===== src/rtl/uart_pkg.sv =====
// Shared definitions for the UART transmit path: FSM encoding, parity modes
// and the parity helper used when a word is loaded into the shifter.
package uart_pkg;

  typedef enum logic [2:0] {
    ST_IDLE,
    ST_START,
    ST_DATA,
    ST_PARITY,
    ST_STOP
  } tx_state_e;

  localparam int PARITY_NONE   = 0;
  localparam int PARITY_ODD    = 1;
  localparam int PARITY_EVEN   = 2;
  localparam int MAX_DATA_BITS = 9;

  // Callers zero-extend narrower words; the extra zeros leave the XOR unchanged.
  function automatic logic parity_bit(input logic [MAX_DATA_BITS-1:0] data, input int mode);
    case (mode)
      PARITY_ODD:  return ~^data;
      PARITY_EVEN: return ^data;
      default:     return 1'b0;
    endcase
  endfunction

endpackage


===== src/rtl/uart_tx_frame_if.sv =====
// Word handshake and line signals between the slow-control response logic
// (master) and the UART transmitter (slave).
interface uart_tx_frame_if #(
  parameter int DATA_BITS = 8
);
  logic                 i_Tx_DV;
  logic [DATA_BITS-1:0] i_Tx_Byte;
  logic                 o_Tx_Ready;
  logic                 o_Tx_Active;
  logic                 o_Tx_Serial;
  logic                 o_Tx_Done;

  modport master (
    output i_Tx_DV,
    output i_Tx_Byte,
    input  o_Tx_Ready,
    input  o_Tx_Active,
    input  o_Tx_Serial,
    input  o_Tx_Done
  );

  modport slave (
    input  i_Tx_DV,
    input  i_Tx_Byte,
    output o_Tx_Ready,
    output o_Tx_Active,
    output o_Tx_Serial,
    output o_Tx_Done
  );
endinterface


===== src/rtl/uart_bit_timer.sv =====
// Bit-period timer: counts 0..CLKS_PER_BIT-1 while enabled and strobes
// o_Wrap during the final cycle of each bit.
module uart_bit_timer #(
  parameter int CLKS_PER_BIT = 1302,
  parameter int CNT_W        = 16
) (
  input  logic i_Clock,
  input  logic i_Reset,
  input  logic i_Clear,
  input  logic i_Enable,
  output logic o_Wrap
);
  localparam logic [CNT_W-1:0] LAST_CNT = CNT_W'(CLKS_PER_BIT - 1);

  logic [CNT_W-1:0] cnt_reg;

  always_ff @(posedge i_Clock or posedge i_Reset) begin
    if (i_Reset) begin
      cnt_reg <= '0;
    end else if (i_Clear) begin
      cnt_reg <= '0;
    end else if (i_Enable) begin
      cnt_reg <= (cnt_reg == LAST_CNT) ? '0 : cnt_reg + 1'b1;
    end
  end

  assign o_Wrap = i_Enable && (cnt_reg == LAST_CNT);

endmodule


===== src/rtl/uart_tx_frame.sv =====
// UART transmitter: start / LSB-first data / optional parity / stop bits,
// with a one-word holding register so frames can run back to back.
module uart_tx_frame
  import uart_pkg::*;
#(
  parameter int CLKS_PER_BIT = 1302,
  parameter int CNT_W        = 16,
  parameter int DATA_BITS    = 8,
  parameter int PARITY_MODE  = PARITY_NONE,
  parameter int STOP_BITS    = 1
) (
  input  logic             i_Clock,
  input  logic             i_Reset,
  uart_tx_frame_if.slave   tx
);
  localparam bit         PAR_EN        = (PARITY_MODE != PARITY_NONE);
  localparam logic [3:0] LAST_DATA_IDX = 4'(DATA_BITS - 1);
  localparam logic [3:0] LAST_STOP_IDX = 4'(STOP_BITS - 1);

  tx_state_e            state_reg, state_next;
  logic [DATA_BITS-1:0] shift_reg, shift_next;
  logic [DATA_BITS-1:0] hold_reg, hold_next;
  logic                 hold_full_reg, hold_full_next;
  logic                 parity_reg, parity_next;
  logic [3:0]           idx_reg, idx_next;
  logic                 serial_reg, serial_next;
  logic                 active_reg, active_next;
  logic                 done_reg, done_next;
  logic                 ready_reg, ready_next;
  logic                 load_new;
  logic [DATA_BITS-1:0] load_word;
  logic                 bit_wrap;
  logic                 accept;
  logic                 frame_end;

  assign accept    = tx.i_Tx_DV && !hold_full_reg;
  assign frame_end = (state_reg == ST_STOP) && bit_wrap && (idx_reg == LAST_STOP_IDX);

  uart_bit_timer #(
    .CLKS_PER_BIT (CLKS_PER_BIT),
    .CNT_W        (CNT_W)
  ) u_bit_timer (
    .i_Clock  (i_Clock),
    .i_Reset  (i_Reset),
    .i_Clear  (state_reg == ST_IDLE),
    .i_Enable (state_reg != ST_IDLE),
    .o_Wrap   (bit_wrap)
  );

  always_comb begin
    state_next     = state_reg;
    shift_next     = shift_reg;
    hold_next      = hold_reg;
    hold_full_next = hold_full_reg;
    parity_next    = parity_reg;
    idx_next       = idx_reg;
    serial_next    = serial_reg;
    active_next    = active_reg;
    done_next      = 1'b0;
    load_new       = 1'b0;
    load_word      = '0;

    case (state_reg)
      ST_IDLE: begin
        if (accept) begin
          load_new  = 1'b1;
          load_word = tx.i_Tx_Byte;
        end
      end
      ST_START: begin
        if (bit_wrap) begin
          state_next  = ST_DATA;
          idx_next    = '0;
          serial_next = shift_reg[0];
        end
      end
      ST_DATA: begin
        if (bit_wrap) begin
          if (idx_reg == LAST_DATA_IDX) begin
            idx_next = '0;
            if (PAR_EN) begin
              state_next  = ST_PARITY;
              serial_next = parity_reg;
            end else begin
              state_next  = ST_STOP;
              serial_next = 1'b1;
            end
          end else begin
            idx_next    = idx_reg + 1'b1;
            shift_next  = shift_reg >> 1;
            serial_next = shift_reg[1];
          end
        end
      end
      ST_PARITY: begin
        if (bit_wrap) begin
          state_next  = ST_STOP;
          idx_next    = '0;
          serial_next = 1'b1;
        end
      end
      ST_STOP: begin
        if (bit_wrap) begin
          if (idx_reg == LAST_STOP_IDX) begin
            done_next = 1'b1;
            // A waiting word wins; otherwise a word offered right now starts directly.
            if (hold_full_reg) begin
              load_new       = 1'b1;
              load_word      = hold_reg;
              hold_full_next = 1'b0;
            end else if (accept) begin
              load_new  = 1'b1;
              load_word = tx.i_Tx_Byte;
            end else begin
              state_next  = ST_IDLE;
              serial_next = 1'b1;
              active_next = 1'b0;
            end
          end else begin
            idx_next = idx_reg + 1'b1;
          end
        end
      end
      default: begin
        state_next  = ST_IDLE;
        serial_next = 1'b1;
        active_next = 1'b0;
      end
    endcase

    if (accept && (state_reg != ST_IDLE) && !frame_end) begin
      hold_next      = tx.i_Tx_Byte;
      hold_full_next = 1'b1;
    end

    if (load_new) begin
      state_next  = ST_START;
      shift_next  = load_word;
      parity_next = parity_bit(MAX_DATA_BITS'(load_word), PARITY_MODE);
      idx_next    = '0;
      serial_next = 1'b0;
      active_next = 1'b1;
    end

    ready_next = !hold_full_next;
  end

  always_ff @(posedge i_Clock or posedge i_Reset) begin
    if (i_Reset) begin
      state_reg     <= ST_IDLE;
      shift_reg     <= '0;
      hold_reg      <= '0;
      hold_full_reg <= 1'b0;
      parity_reg    <= 1'b0;
      idx_reg       <= '0;
      serial_reg    <= 1'b1;
      active_reg    <= 1'b0;
      done_reg      <= 1'b0;
      ready_reg     <= 1'b1;
    end else begin
      state_reg     <= state_next;
      shift_reg     <= shift_next;
      hold_reg      <= hold_next;
      hold_full_reg <= hold_full_next;
      parity_reg    <= parity_next;
      idx_reg       <= idx_next;
      serial_reg    <= serial_next;
      active_reg    <= active_next;
      done_reg      <= done_next;
      ready_reg     <= ready_next;
    end
  end

  assign tx.o_Tx_Serial = serial_reg;
  assign tx.o_Tx_Active = active_reg;
  assign tx.o_Tx_Done   = done_reg;
  assign tx.o_Tx_Ready  = ready_reg;

endmodule


===== src/flat_wrapper.sv =====
// flat-port wrapper written by rule: the top's interface ports become plain ports
module uart_tx_frame_flat import uart_pkg::*;
#(
  parameter int CLKS_PER_BIT = 1302,
  parameter int CNT_W        = 16,
  parameter int DATA_BITS    = 8,
  parameter int PARITY_MODE  = PARITY_NONE,
  parameter int STOP_BITS    = 1
)
  (i_Clock, i_Reset, tx_i_Tx_DV, tx_i_Tx_Byte, tx_o_Tx_Ready, tx_o_Tx_Active, tx_o_Tx_Serial, tx_o_Tx_Done);
  uart_tx_frame_if #(.DATA_BITS(DATA_BITS)) tx_i ();
  input  logic i_Clock;
  input  logic i_Reset;
  input wire logic [$bits(tx_i.i_Tx_DV)-1:0] tx_i_Tx_DV;
  input wire logic [$bits(tx_i.i_Tx_Byte)-1:0] tx_i_Tx_Byte;
  output wire logic [$bits(tx_i.o_Tx_Ready)-1:0] tx_o_Tx_Ready;
  output wire logic [$bits(tx_i.o_Tx_Active)-1:0] tx_o_Tx_Active;
  output wire logic [$bits(tx_i.o_Tx_Serial)-1:0] tx_o_Tx_Serial;
  output wire logic [$bits(tx_i.o_Tx_Done)-1:0] tx_o_Tx_Done;
  assign tx_i.i_Tx_DV = tx_i_Tx_DV;
  assign tx_i.i_Tx_Byte = tx_i_Tx_Byte;
  assign tx_o_Tx_Ready = tx_i.o_Tx_Ready;
  assign tx_o_Tx_Active = tx_i.o_Tx_Active;
  assign tx_o_Tx_Serial = tx_i.o_Tx_Serial;
  assign tx_o_Tx_Done = tx_i.o_Tx_Done;
  uart_tx_frame #(.CLKS_PER_BIT(CLKS_PER_BIT), .CNT_W(CNT_W), .DATA_BITS(DATA_BITS), .PARITY_MODE(PARITY_MODE), .STOP_BITS(STOP_BITS)) u_core (.i_Clock(i_Clock), .i_Reset(i_Reset), .tx(tx_i));
endmodule

===== config.mk =====
export PLATFORM = sky130hd
export DESIGN_NAME = uart_tx_frame_flat
export DESIGN_NICKNAME = d
export VERILOG_FILES = /design/src/rtl/uart_pkg.sv /design/src/rtl/uart_tx_frame_if.sv /design/src/rtl/uart_bit_timer.sv /design/src/rtl/uart_tx_frame.sv /design/src/flat_wrapper.sv
export SDC_FILE = /design/constraint.sdc
export NUM_CORES = 1
export LEC_CHECK = 0
export ABC_AREA = 1
export CORE_MARGIN = 2
export CORE_UTILIZATION = 50
export CTS_CLUSTER_SIZE = 8
export DETAILED_ROUTE_END_ITERATION = 10
export PLACE_DENSITY = 0.76
export SYNTH_ARGS = -nofsm -noshare
export SYNTH_HDL_FRONTEND = slang
export SYNTH_SLANG_ARGS = --single-unit
export TNS_END_PERCENT = 100

===== constraint.sdc =====
create_clock -name i_Clock -period 1.5 [get_ports i_Clock]
set_input_delay 0.3 -clock i_Clock [delete_from_list [all_inputs] [get_ports i_Clock]]
set_output_delay 0.3 -clock i_Clock [all_outputs]
set_load 0.1 [all_outputs]

# After elaboration in Yosys (flattened, before gate mapping)
# Index checks and enable logic that the tools add are counted.
[word_totals]
ff_bits = 44
latchBits = 0
ram_bits = 0
rom_bits = 0
input_bits = 11
word_cells = 111
mem_count = 0
[op_classes]
add_sub_neg = 2
n_mul = 0
div = 0
magnitude_cmp = 0
eq_ne = 19
shift = 0
mux = 57
n_bitwise = 0
reduce_logical = 23
[op_table]
columns = ["op", "n"]
rows = [
  ["$mux 8", 8],
  ["$mux 16", 3],
  ["$mux 3", 9],
  ["$mux 1", 25],
  ["$mux 4", 6],
  ["$ne 3x1->1 const B", 6],
  ["$add 16x1->16 const B", 1],
  ["$eq 16x11->1 const B", 1],
  ["$pmux 8 s2", 1],
  ["$pmux 3 s5", 1],
  ["$pmux 4 s3", 1],
  ["$reduce_and 5->1", 2],
  ["$ne 3x2->1 const B", 3],
  ["$reduce_and 9->1", 1],
  ["$reduce_and 8->1", 1],
  ["$eq 3x2->1 const B", 2],
  ["$logic_and 1x1->1", 6],
  ["$ne 2x1->1 const B", 3],
  ["$reduce_bool 2->1", 3],
  ["$pmux 1 s5", 1],
  ["$add 4x1->4 const B", 1],
  ["$eq 4x3->1 const B", 1],
  ["$logic_not 4->1", 1],
  ["$pmux 1 s2", 2],
  ["other kinds (10)", 12],
]

# Depth between registers and ports, before layout
# Gate-level depths: netlist (run 1).
[depth]
ltp_word = 9
depth_mapped = 14

# Hierarchy
# A second synthesis (run 1) with hierarchy kept.
[unflattened]
cells_unflattened = 368
area_unflattened_um2 = 2723.9
[modules_own_cells]
columns = ["module", "instances", "cells_each", "area_each_um2", "seq_area_each_um2"]
rows = [
  ["uart_tx_frame", 1, 220, 1702.9, 703.2],
  ["uart_bit_timer", 1, 148, 1021.0, 400.4],
]

# Least setup slack after synthesis (run 1)
# OpenSTA, ideal clock, no wires.
[synth_timing]
kind = "register -> register"
startpoint = "reg u_core.u_bit_timer.cnt_reg[1]"
endpoint = "reg u_core.shift_reg[0]"
setup_time_ns = 0.119
arrival_time_ns = 1.496
setup_slack_ns = -0.114
stages_incl_launch_ff = 13
n_path_buf = 1
synth_period_minus_slack_ns = 1.614
cell_sequence = "dfrtp_1 inv_1 ha_1 nand2_1 inv_1 nand2_1 nor2_2 nand3_4 nand2_4 nand2_4 buf_6 o21ai_1 nor2_1"
[synth_via]
elab_chain_len = 6
word_cells_on_any_way = 11
classes_between = "eq/ne (2); mux (5); reduce/logical (4)"
[synth_rtl]
columns = ["element", "line_no", "source"]
rows = [
  ["start: declaration", "uart_bit_timer.sv:15", "logic [CNT_W-1:0] cnt_reg;"],
  ["start signal: assignment", "uart_bit_timer.sv:23", "cnt_reg <= (cnt_reg == LAST_CNT) ? '0 : cnt_reg + 1'b1;"],
  ["$eq 16x11->1 *", "uart_bit_timer.sv:27", "assign o_Wrap = i_Enable && (cnt_reg == LAST_CNT);"],
  ["$logic_and 1x1->1 *", "uart_bit_timer.sv:27", ""],
  ["$mux 1", "uart_tx_frame.sv:103", "if (bit_wrap) begin"],
  ["$pmux 1 s2", "uart_tx_frame.sv:63", "case (state_reg)"],
  ["$ne 2x1->1 (no line) / $reduce_bool 2->1 (equally long branches)", "--", ""],
  ["$reduce_and 3->1 (no line)", "--", ""],
  ["end signal: assignment", "uart_tx_frame.sv:162", "shift_reg <= shift_next;"],
  ["end: declaration", "uart_tx_frame.sv:21", "logic [DATA_BITS-1:0] shift_reg, shift_next;"],
]
# Mark *: on every way between the ends. The rest lies on a longest branch, timed or not.
# A chain may end at the register's enable or synchronous reset.

# Worst setup path in the final report (run 1)
[layout_timing]
startpoint = "reg u_core.u_bit_timer.cnt_reg[1]"
endpoint = "reg u_core.shift_reg[1]"
# Same word-level chain as after synthesis.

==> impl_metrics.tcl, run 1 <==
set metrics [dict create \
    netlist_instances 329 \
    cts_hold_buf 0 \
    grt.overflow.total 0 \
    clkTransAtPathRegs_ns 0.10 \
    r2r-start "u_core.u_bit_timer.cnt_reg[1]$_DFF_PP0_" \
    netlist_top_cells_count "72 x nand2_1, 46 x nor2_1, 44 x inv_1, 42 x dfrtp_1, 17 x o21ai_0" \
    power_density_nw_per_um2 579.4 \
    fin_skew_ns 0.01039 \
    cpMaxStageDelayCell "dfrtp_1" \
    antenna_found_initial 0 \
    synth_area_um2 2536 \
    cap_violations 0 \
    grt_usage_pct 24.98 \
    cp_common_cell "nor2_1" \
    synth_seq_cells 44 \
    postSynth.asyncResetShare_pct 100.0 \
    crit_buf_inv 2 \
    cp-startpoint "u_core.u_bit_timer.cnt_reg[1]$_DFF_PP0_" \
    max_slew_margin_pct 66.18 \
    wl_mm 8.169 \
    fin_cells 484 \
    critPathMaxFanout 7 \
    reg2regPathDepth 11 \
    die_h_um 75.22 \
    p_leak_nw 1.806 \
    clock_path_buffers 2 \
    rr_endpoint "u_core.shift_reg[1]$_DFFE_PP0P_" \
    setup_viol 40 \
    cp_cell_sequence "inv_1, ha_2, nand2_2, inv_2, nand2_4, nor2_4, nand3_4, nor2_1, nand2_1, o21ai_1, nor2_1" \
    whs_ns 0.3554 \
    hpwlAfterDp_mm 4.186 \
    grt_max_degree 45 \
    ys_top_cells_by_area "dfrtp_1 41%, nand2_1 11%, nor2_1 6.8%, inv_1 6.5%, o21ai_0 3.4%" \
    syn_nets 344 \
    die_w_um 75.22 \
    io_buffers 14 \
    drc 0 \
    r2r_slack_ns -0.40 \
    first_global_vias 2412 \
    synth_most_common_cell "nand2_1" \
    yosysTopAreaCellShare_pct 41.44 \
    cts_root_buf "clkbuf_8" \
    dieArea_um2 5658 \
    area_growth_pct 50.52 \
    critPathCaptureType "register" \
    grt_setup_unrepaired "yes" \
    vias_per_cell 5.694 \
    h-tree-depth 2 \
    dr_total_vias 2756 \
    cts_tree "built" \
    synth_cell_types 33 \
    crit_type "register to register" \
    worst-slew-pin-transition_ns 0.5072 \
    avgSynthCellArea_um2 7.709 \
    cp.arrival_ns 2.08 \
    hold_viol_final 0 \
    drtIter0Drc 243 \
    failed_checks "setup timing" \
    max_clock_freq_mhz 527.6 \
    yosys.area.top_type "dfrtp_1" \
    yosys_warnings 0 \
    timing.final.crit_share_pct 126.4 \
    multiInputGateArea_um2 1564 \
    cts_made_buffers 5 \
    vdd_drop_max_mv 0.5896 \
    drive_gt1_share_pct 41.97 \
    fin_crit_ns 1.895 \
    ys.flop_type "dfrtp_1" \
    core_area_um2 4817 \
    layout_setup_ws_ns -0.3953 \
    insertion_delay_ns 0.31 \
    row_count 25 \
    wire_per_inst_um 16.88 \
    first_pass_iters 5 \
    clock_sinks 44 \
    outcome "finished, violations left" \
    layout.nets 431 \
    postLayoutCoreUtil_pct 79.25 \
    grt_pass1_wl_mm 10.65 \
    synth-edff-count 0 \
    critPathLaunchType "register" \
    largest_reg_flops 16 \
    critPathTopFamily "simple AND/OR/NAND/NOR gates" \
    slew_viol_final 0 \
    num_antenna_cells 0 \
    ant_nets 0 \
    yosysSeqAreaShare_pct 43.51 \
    cpPeakStageDelay_ns 0.41 \
    seq_area_um2 1106 \
    crit_required_ns 1.69 \
    initial_core_util_pct 52.65 \
    pin_count 15 \
    dp.cells 458 \
    hp-class "input pin to asynchronous set/reset pin" \
    gp_congestion 0.8445 \
    n_fill_cell 288 \
]
## per-layer routing
layer | vias to the layer above | wire [um] | track usage (%)
met1 | 1345 | 3186 | 31.91
li1 | 1232 | - | -
met4 | 0 | 308 | 9.357
met5 | - | 0 | 0
met2 | 148 | 4166 | 41.91
met3 | 31 | 508 | 5.221
## cell type report
class | instances | area share (%)
multi-input combinational | 235 | 40.97
sequential | 44 | 28.97
timing repair buffer | 82 | 19.90
inverter | 48 | 4.916
tap | 67 | 2.196
clock buffer | 5 | 1.803
clock inverter | 3 | 1.245
## where the power goes
group	total (mW)	switching [mW]	internal (mW)
Sequential	1.19	0	1.19
Clock	0.961	0.458	0.502
Combinational	0.0656	0.0363	0.0293
Total	2.21	0.495	1.72
## what timing repair did
action                     CTS  global route
setup buffers                5             9
setup endpoints to repair   35            42
resized for setup           39            51
pin swaps                   12            14
gates cloned                 3             1
## cells in the final DEF (no fill, tap or decap), drive strengths merged, types with 5 or more instances in the layout
cell and n:
o22ai 5, nor3 10, dfrtp 42, o21ai 26
buf 72, inv 47, clkdlybuf4s50 10, nor2 57
nand2 86, nand4 9, clkbuf 5, a21oi 6
nand3 17
## stage by stage
step           cell area, um^2  power, mW  setup slack, ns  TNS [ns]
2_1_floorplan             2576      1.229         -0.05618   -0.6821
3_3_place_gp              3232      1.270          -0.2374    -4.208
3_5_place_dp              3232      1.271          -0.2721    -5.287
4_1_cts                   3566      2.203          -0.1716    -3.583
5_1_grt                   3817      2.269          -0.5126    -12.62
6_report                  3817      2.212          -0.3953    -9.608
## cell families (layout without fill, tap and decap cells)
group | Yosys count | count (layout) | share of synthesized area, %
buffers and inverters | 54 | 138 | 9.127
AND/OR/NAND/NOR | 180 | 184 | 34.14
AO/OA/AOI/OAI | 43 | 43 | 9.867
XOR/XNOR | 4 | 4 | 1.381
flip-flops | 44 | 44 | 43.51
adder cells (fa/ha/maj) | 4 | 4 | 1.973
## worst reg2reg max path, delay by kind of cell, from the launching register on
kind,cells,cell delay [ns]
compound gates,1,0.15
fa+ha+maj,1,0.19
simple gates,7,0.87
buf+inv,2,0.14
flops,1,0.41
## worst max-delay path by stage
| stage | endpoint | cells after the start |
|---|---|---|
| 2_1_floorplan | u_core.shift_reg[3]$_DFFE_PP0P_ | 12 |
| 3_3_place_gp | u_core.shift_reg[3]$_DFFE_PP0P_ | 7 |
| 3_5_place_dp | u_core.shift_reg[1]$_DFFE_PP0P_ | 7 |
| 4_1_cts | u_core.shift_reg[5]$_DFFE_PP0P_ | 11 |
| 5_1_grt | u_core.shift_reg[1]$_DFFE_PP0P_ | 10 |
| 6_report | u_core.shift_reg[1]$_DFFE_PP0P_ | 11 |
No activity file was read; power rests on OpenSTA's default activity.
==> run 2, diff against run 1 <==
Settings changed: ABC_AREA 1 to unset, PLACE_DENSITY 0.76 to 0.77.
==> impl_metrics.tcl, run 2 <==
set metrics [dict create \
    layout.nets 309 \
    synth_seq_cells 44 \
    ant_nets 0 \
    postSynth.asyncResetShare_pct 100.0 \
    yosysTopAreaCellShare_pct 45.38 \
    gp_congestion 1.047 \
    clock_sinks 44 \
    crit_type "register to register" \
    core_area_um2 4414 \
    avgSynthCellArea_um2 10.72 \
    wire_per_inst_um 19.78 \
    grt_max_degree 45 \
    syn_nets 231 \
    yosys_warnings 0 \
    slew_viol_final 0 \
    setup_viol 44 \
    grt_setup_unrepaired "yes" \
    dp.cells 329 \
    netlist_instances 216 \
    critPathCaptureType "register" \
    dr_total_vias 2134 \
    cap_violations 0 \
    area_growth_pct 47.22 \
    post_dp_cell_area_um2 3000 \
    vdd_drop_max_mv 0.6570 \
    outcome "finished, violations left" \
    seq_area_um2 1104 \
    yosysSeqAreaShare_pct 47.65 \
    netlist_top_cells_count "42 x dfrtp_1, 24 x nor2_1, 13 x nand2_1, 12 x xor2_1, 10 x nand3_1" \
    cts_made_buffers 5 \
    drtIter0Drc 274 \
    cts_hold_buf 0 \
    die_h_um 72.06 \
    fin_crit_ns 1.962 \
    yosys.area.top_type "dfrtp_1" \
    cp.arrival_ns 2.14 \
    critPathMaxFanout 4 \
    clock_path_buffers 2 \
    max_slew_margin_pct 76.61 \
    grtUsageMet2_pct 37.10 \
    cts_root_buf "clkbuf_8" \
    crit_required_ns 1.68 \
    final_common_cell "buf_4" \
    grt_usage_pct 24.96 \
    hp-class "input pin to asynchronous set/reset pin" \
    fin_skew_ns 0.009213 \
    grt_pass1_wl_mm 9.853 \
    die_w_um 72.06 \
    cts_tree "built" \
    final_cell_mix "52 x buf_4, 42 x dfrtp_1, 15 x nor2_1, 12 x nand2_1, 12 x xor2_1" \
    finalInstanceArea_um2 3410 \
    antenna_found_initial 0 \
    hpwlAfterDp_mm 4.010 \
    insertion_delay_ns 0.30 \
    fin_cells 347 \
    pin_count 15 \
    dieArea_um2 5193 \
    busiest_layer "met2" \
    layout_setup_ws_ns -0.4616 \
    initial_core_util_pct 52.47 \
    hold_viol_final 0 \
    synth_area_um2 2316 \
    ys.flop_type "dfrtp_1" \
    synth-edff-count 0 \
    io_buffers 14 \
    drive_gt1_share_pct 43.05 \
    largest_reg_flops 16 \
    max_clock_freq_mhz 509.8 \
    timing.final.crit_share_pct 130.8 \
    failed_checks "setup timing" \
    power_density_nw_per_um2 697.5 \
    power_mw 2.378 \
    gr-usage-met1_pct 36.96 \
    critPathLaunchType "register" \
    whs_ns 0.3457 \
    clkTransAtPathRegs_ns 0.08 \
    p_leak_nw 1.506 \
    dpl_worst_slack_ns -0.4875 \
    h-tree-depth 2 \
    met3_usage_pct 4.722 \
    ys_top_cells_by_area "dfrtp_1 45%, xor2_1 4.5%, nor2_1 3.9%, a221o_1 3.5%, o2bb2ai_1 3.0%" \
    vias_per_cell 6.150 \
    multiInputGateArea_um2 1369 \
    n_fill_cell 257 \
    num_antenna_cells 0 \
    wl_mm 6.862 \
    first_global_vias 1999 \
    row_count 24 \
    worst-slew-pin-transition_ns 0.3508 \
    synth_most_common_cell "dfrtp_1" \
    drc 0 \
    first_pass_iters 5 \
    grt.overflow.total 0 \
    synth_cell_types 51 \
]
-- run 2: cell types whose count changed in the layout (fill, tap and decap cells not counted), moves of 10 or more --
cell     change
nor2_1      -30
o21ai_1     -12
inv_2       -10
nand2_1     -41
nand2_2     -21
inv_1       -30
-- run 2: worst max-delay path, cell delays in order, from the launching register on --
cell,delay (ns)
dfrtp_1,0.38
inv_1,0.06
ha_2,0.15
nor4b_4,0.23
and4_4,0.32
buf_6,0.12
a21oi_4,0.06
o21ai_4,0.18
mux2_4,0.32
-- run 2: area by class of cell --
| type | instances | share of cell area, % |
|---|---|---|
| sequential | 44 | 32.37 |
| inverter | 7 | 0.7706 |
| tap | 52 | 1.908 |
| multi-input combinational | 156 | 40.15 |
| timing repair buffer | 80 | 22.17 |
| clock buffer | 8 | 2.642 |
-- run 2: final timing paths --
kind | from | to | slack, ns | cells past startpoint
worst min-delay path | i_Reset | u_core.u_bit_timer.cnt_reg[4]$_DFF_PP0_ | 0.35 | 3
min in group i_Clock | u_core.hold_reg[0]$_DFFE_PP0P_ | u_core.hold_reg[0]$_DFFE_PP0P_ | 0.50 | 1
max in group asynchronous | i_Reset | u_core.tx.o_Tx_Serial$_DFFE_PP1P_ | 0.89 | 3
worst max-delay path | u_core.u_bit_timer.cnt_reg[1]$_DFF_PP0_ | u_core.hold_reg[7]$_DFFE_PP0P_ | -0.46 | 8
worst min register to register | u_core.hold_reg[0]$_DFFE_PP0P_ | u_core.hold_reg[0]$_DFFE_PP0P_ | 0.50 | 1
worst max register to register | u_core.u_bit_timer.cnt_reg[1]$_DFF_PP0_ | u_core.hold_reg[7]$_DFFE_PP0P_ | -0.46 | 8
-- run 2: power by group --
part           total, mW  internal, mW  leakage, nW  switching [mW]
Combinational      0.288         0.166        0.893           0.121
Clock              0.758         0.376       0.0455           0.382
Sequential          1.33          1.27        0.567          0.0656
-- run 2: logic make-up (layout without fill, tap and decap cells) --
| family | count (synthesis) | count (layout) | share of synthesized area [%] |
|---|---|---|---|
| compound gates | 51 | 51 | 18.75 |
| xor+xnor | 14 | 14 | 5.295 |
| fa+ha+maj | 4 | 4 | 2.161 |
| buf+inv | 16 | 95 | 2.972 |
| flops | 44 | 44 | 47.65 |
| mux | 5 | 5 | 2.323 |
| simple gates | 82 | 82 | 20.85 |
-- run 2: metrics by stage --
step	util (%)	TNS (ns)
2_1_floorplan	-	-5.880
6_report	77.24	-16.11
4_1_cts	73.72	-13.27
3_5_place_dp	67.97	-14.21
5_1_grt	77.24	-20.44
3_3_place_gp	67.97	-11.16
-- run 2: timing repair --
action,4_1_cts,5_1_grt
gates resized for setup,25,28
setup endpoints to repair,44,44
setup buffers,2,5
cloned,2,1
pin swaps,5,20
-- run 2: per-layer routing --
metal | wire [um] | vias up | part of all wire, %
li1 | - | 961 | -
met1 | 2941 | 1025 | 43
met2 | 3180 | 114 | 46
met3 | 451 | 34 | 6.6
met4 | 289 | 0 | 4.2
met5 | 0 | - | 0
==> run 3, diff against run 2 <==
Settings changed: RECOVER_POWER set to 50.
==> impl_metrics.tcl, run 3 (synthesis gave the netlist of run 2 again) <==
set metrics [dict create \
    cts_tree "built" \
    drive_gt1_share_pct 43.05 \
    crit_required_ns 1.68 \
    reg2regPathDepth 8 \
    critPathMaxFanout 4 \
    hpwlAfterDp_mm 4.010 \
    num_antenna_cells 0 \
    wire_per_inst_um 19.78 \
    layout_setup_ws_ns -0.4578 \
    die_h_um 72.06 \
    whs_path_depth 1 \
    top_layer "met4" \
    whs_ns 0.4994 \
    timing.final.crit_share_pct 130.5 \
    drc 0 \
    layout.nets 309 \
    setup_viol 44 \
    initial_core_util_pct 52.47 \
    grt_setup_unrepaired "yes" \
    final_common_cell "buf_4" \
    ant_nets 0 \
    clkTransAtPathRegs_ns 0.08 \
    grt.overflow.total 0 \
    cp.arrival_ns 2.14 \
    first_pass_iters 4 \
    hp-class "register to register" \
    critPathCaptureType "register" \
    grt_pass1_wl_mm 9.853 \
    p_leak_nw 1.500 \
    crit_buf_inv 2 \
    dr_wl_met2_mm 3.209 \
    n_fill_cell 259 \
    hold_viol_final 0 \
    io_buffers 14 \
    critPathTopFamily "simple AND/OR/NAND/NOR gates" \
    cpMaxStageDelayCell "dfrtp_1" \
    outcome "finished, violations left" \
    wl_met3_um 432 \
    fin_skew_ns 0.009359 \
    grt_max_degree 45 \
    insertion_delay_ns 0.30 \
    max_slew_margin_pct 37.35 \
    h-tree-depth 2 \
    largest_reg_flops 16 \
    critPathLaunchType "register" \
    power_mw 2.373 \
    grt_usage_pct 24.96 \
    cpPeakStageDelay_ns 0.38 \
    cp_num_cells 8 \
    dieArea_um2 5193 \
    core_area_um2 4414 \
    first_global_vias 1999 \
    postLayoutCoreUtil_pct 76.90 \
    antenna_found_initial 0 \
    vias_per_cell 6.144 \
    vdd_drop_max_mv 0.6539 \
    wl_mm 6.865 \
    cts_root_buf "clkbuf_8" \
    worst-slew-pin-transition_ns 0.9397 \
    cts_made_buffers 5 \
    clock_sinks 44 \
    pin_count 15 \
    fin_crit_ns 1.958 \
    drtIter0Drc 197 \
    drt-met1-wl_mm 2.942 \
    row_count 24 \
    gp_congestion 1.047 \
    die_w_um 72.06 \
    max_clock_freq_mhz 510.8 \
    crit_type "register to register" \
    failed_checks "setup timing" \
    dr_total_vias 2132 \
    cp_cell_sequence "inv_1, ha_2, nor4b_4, and4_4, buf_6, a21oi_4, o21ai_4, mux2_4" \
    clock_path_buffers 2 \
    area_growth_pct 46.57 \
    final_cell_mix "52 x buf_4, 42 x dfrtp_1, 15 x nor2_1, 12 x nand2_1, 12 x xor2_1" \
    cap_violations 0 \
    power_density_nw_per_um2 699.1 \
    slew_viol_final 0 \
    dpl_worst_slack_ns -0.4875 \
]
-- run 3: repair_timing --
action | CTS | global route
pin swaps | 5 | 20
gates resized for setup | 25 | 28
buffers inserted | 2 | 5
cloned | 2 | 1
hold buffers | 0 | 0
setup endpoints to repair | 44 | 44
-- run 3: metal layers --
metal  vias to the layer above  GRT usage (%)
li1                        963              -
met1                      1022          36.96
met2                       115          37.10
met3                        32          4.722
met4                         0          8.176
met5                         -              0
-- run 3: layout make-up --
type                    instances  area, um^2  share of cell area, %
flip-flops and latches         44        1104                  32.51
repair buffers                 80       740.7                  21.82
inverters                       7       26.28                 0.7740
clock buffers                   8       90.09                  2.654
well taps                      52       65.06                  1.917
multi-input cells             156        1369                  40.32
-- run 3: power breakdown --
group | total, mW | internal [mW] | switching (mW)
sequential | 1.33 | 1.27 | 0.0660
clock | 0.760 | 0.376 | 0.384
combinational | 0.281 | 0.161 | 0.120
total | 2.37 | 1.80 | 0.569
-- run 3: worst paths after layout --
| path | start | end | slack (ns) |
|---|---|---|---|
| worst max-delay path | u_core.u_bit_timer.cnt_reg[1]$_DFF_PP0_ | u_core.hold_reg[7]$_DFFE_PP0P_ | -0.46 |
| worst min-delay path | u_core.hold_reg[0]$_DFFE_PP0P_ | u_core.hold_reg[0]$_DFFE_PP0P_ | 0.50 |
| worst max register to register | u_core.u_bit_timer.cnt_reg[1]$_DFF_PP0_ | u_core.hold_reg[7]$_DFFE_PP0P_ | -0.46 |
| worst min register to register | u_core.hold_reg[0]$_DFFE_PP0P_ | u_core.hold_reg[0]$_DFFE_PP0P_ | 0.50 |
| max in group asynchronous | i_Reset | u_core.state_reg[0]$_DFFE_PP0P_ | 0.17 |
| min in group asynchronous | i_Reset | u_core.hold_reg[5]$_DFFE_PP0P_ | 0.73 |
-- run 3: metrics by stage --
step | instance area [um^2] | setup TNS, ns | instances
2_1_floorplan | 2369 | -5.880 | 216
3_3_place_gp | 3000 | -11.16 | 329
3_5_place_dp | 3000 | -14.21 | 329
4_1_cts | 3254 | -13.27 | 341
5_1_grt | 3395 | -22.11 | 347
6_report | 3395 | -16.12 | 347
-- run 3: worst reg2reg max path: stages (launching register included) --
cell,delay (ns)
dfrtp_1,0.38
inv_1,0.06
ha_2,0.15
nor4b_4,0.23
and4_4,0.32
buf_6,0.12
a21oi_4,0.06
o21ai_4,0.18
mux2_4,0.32
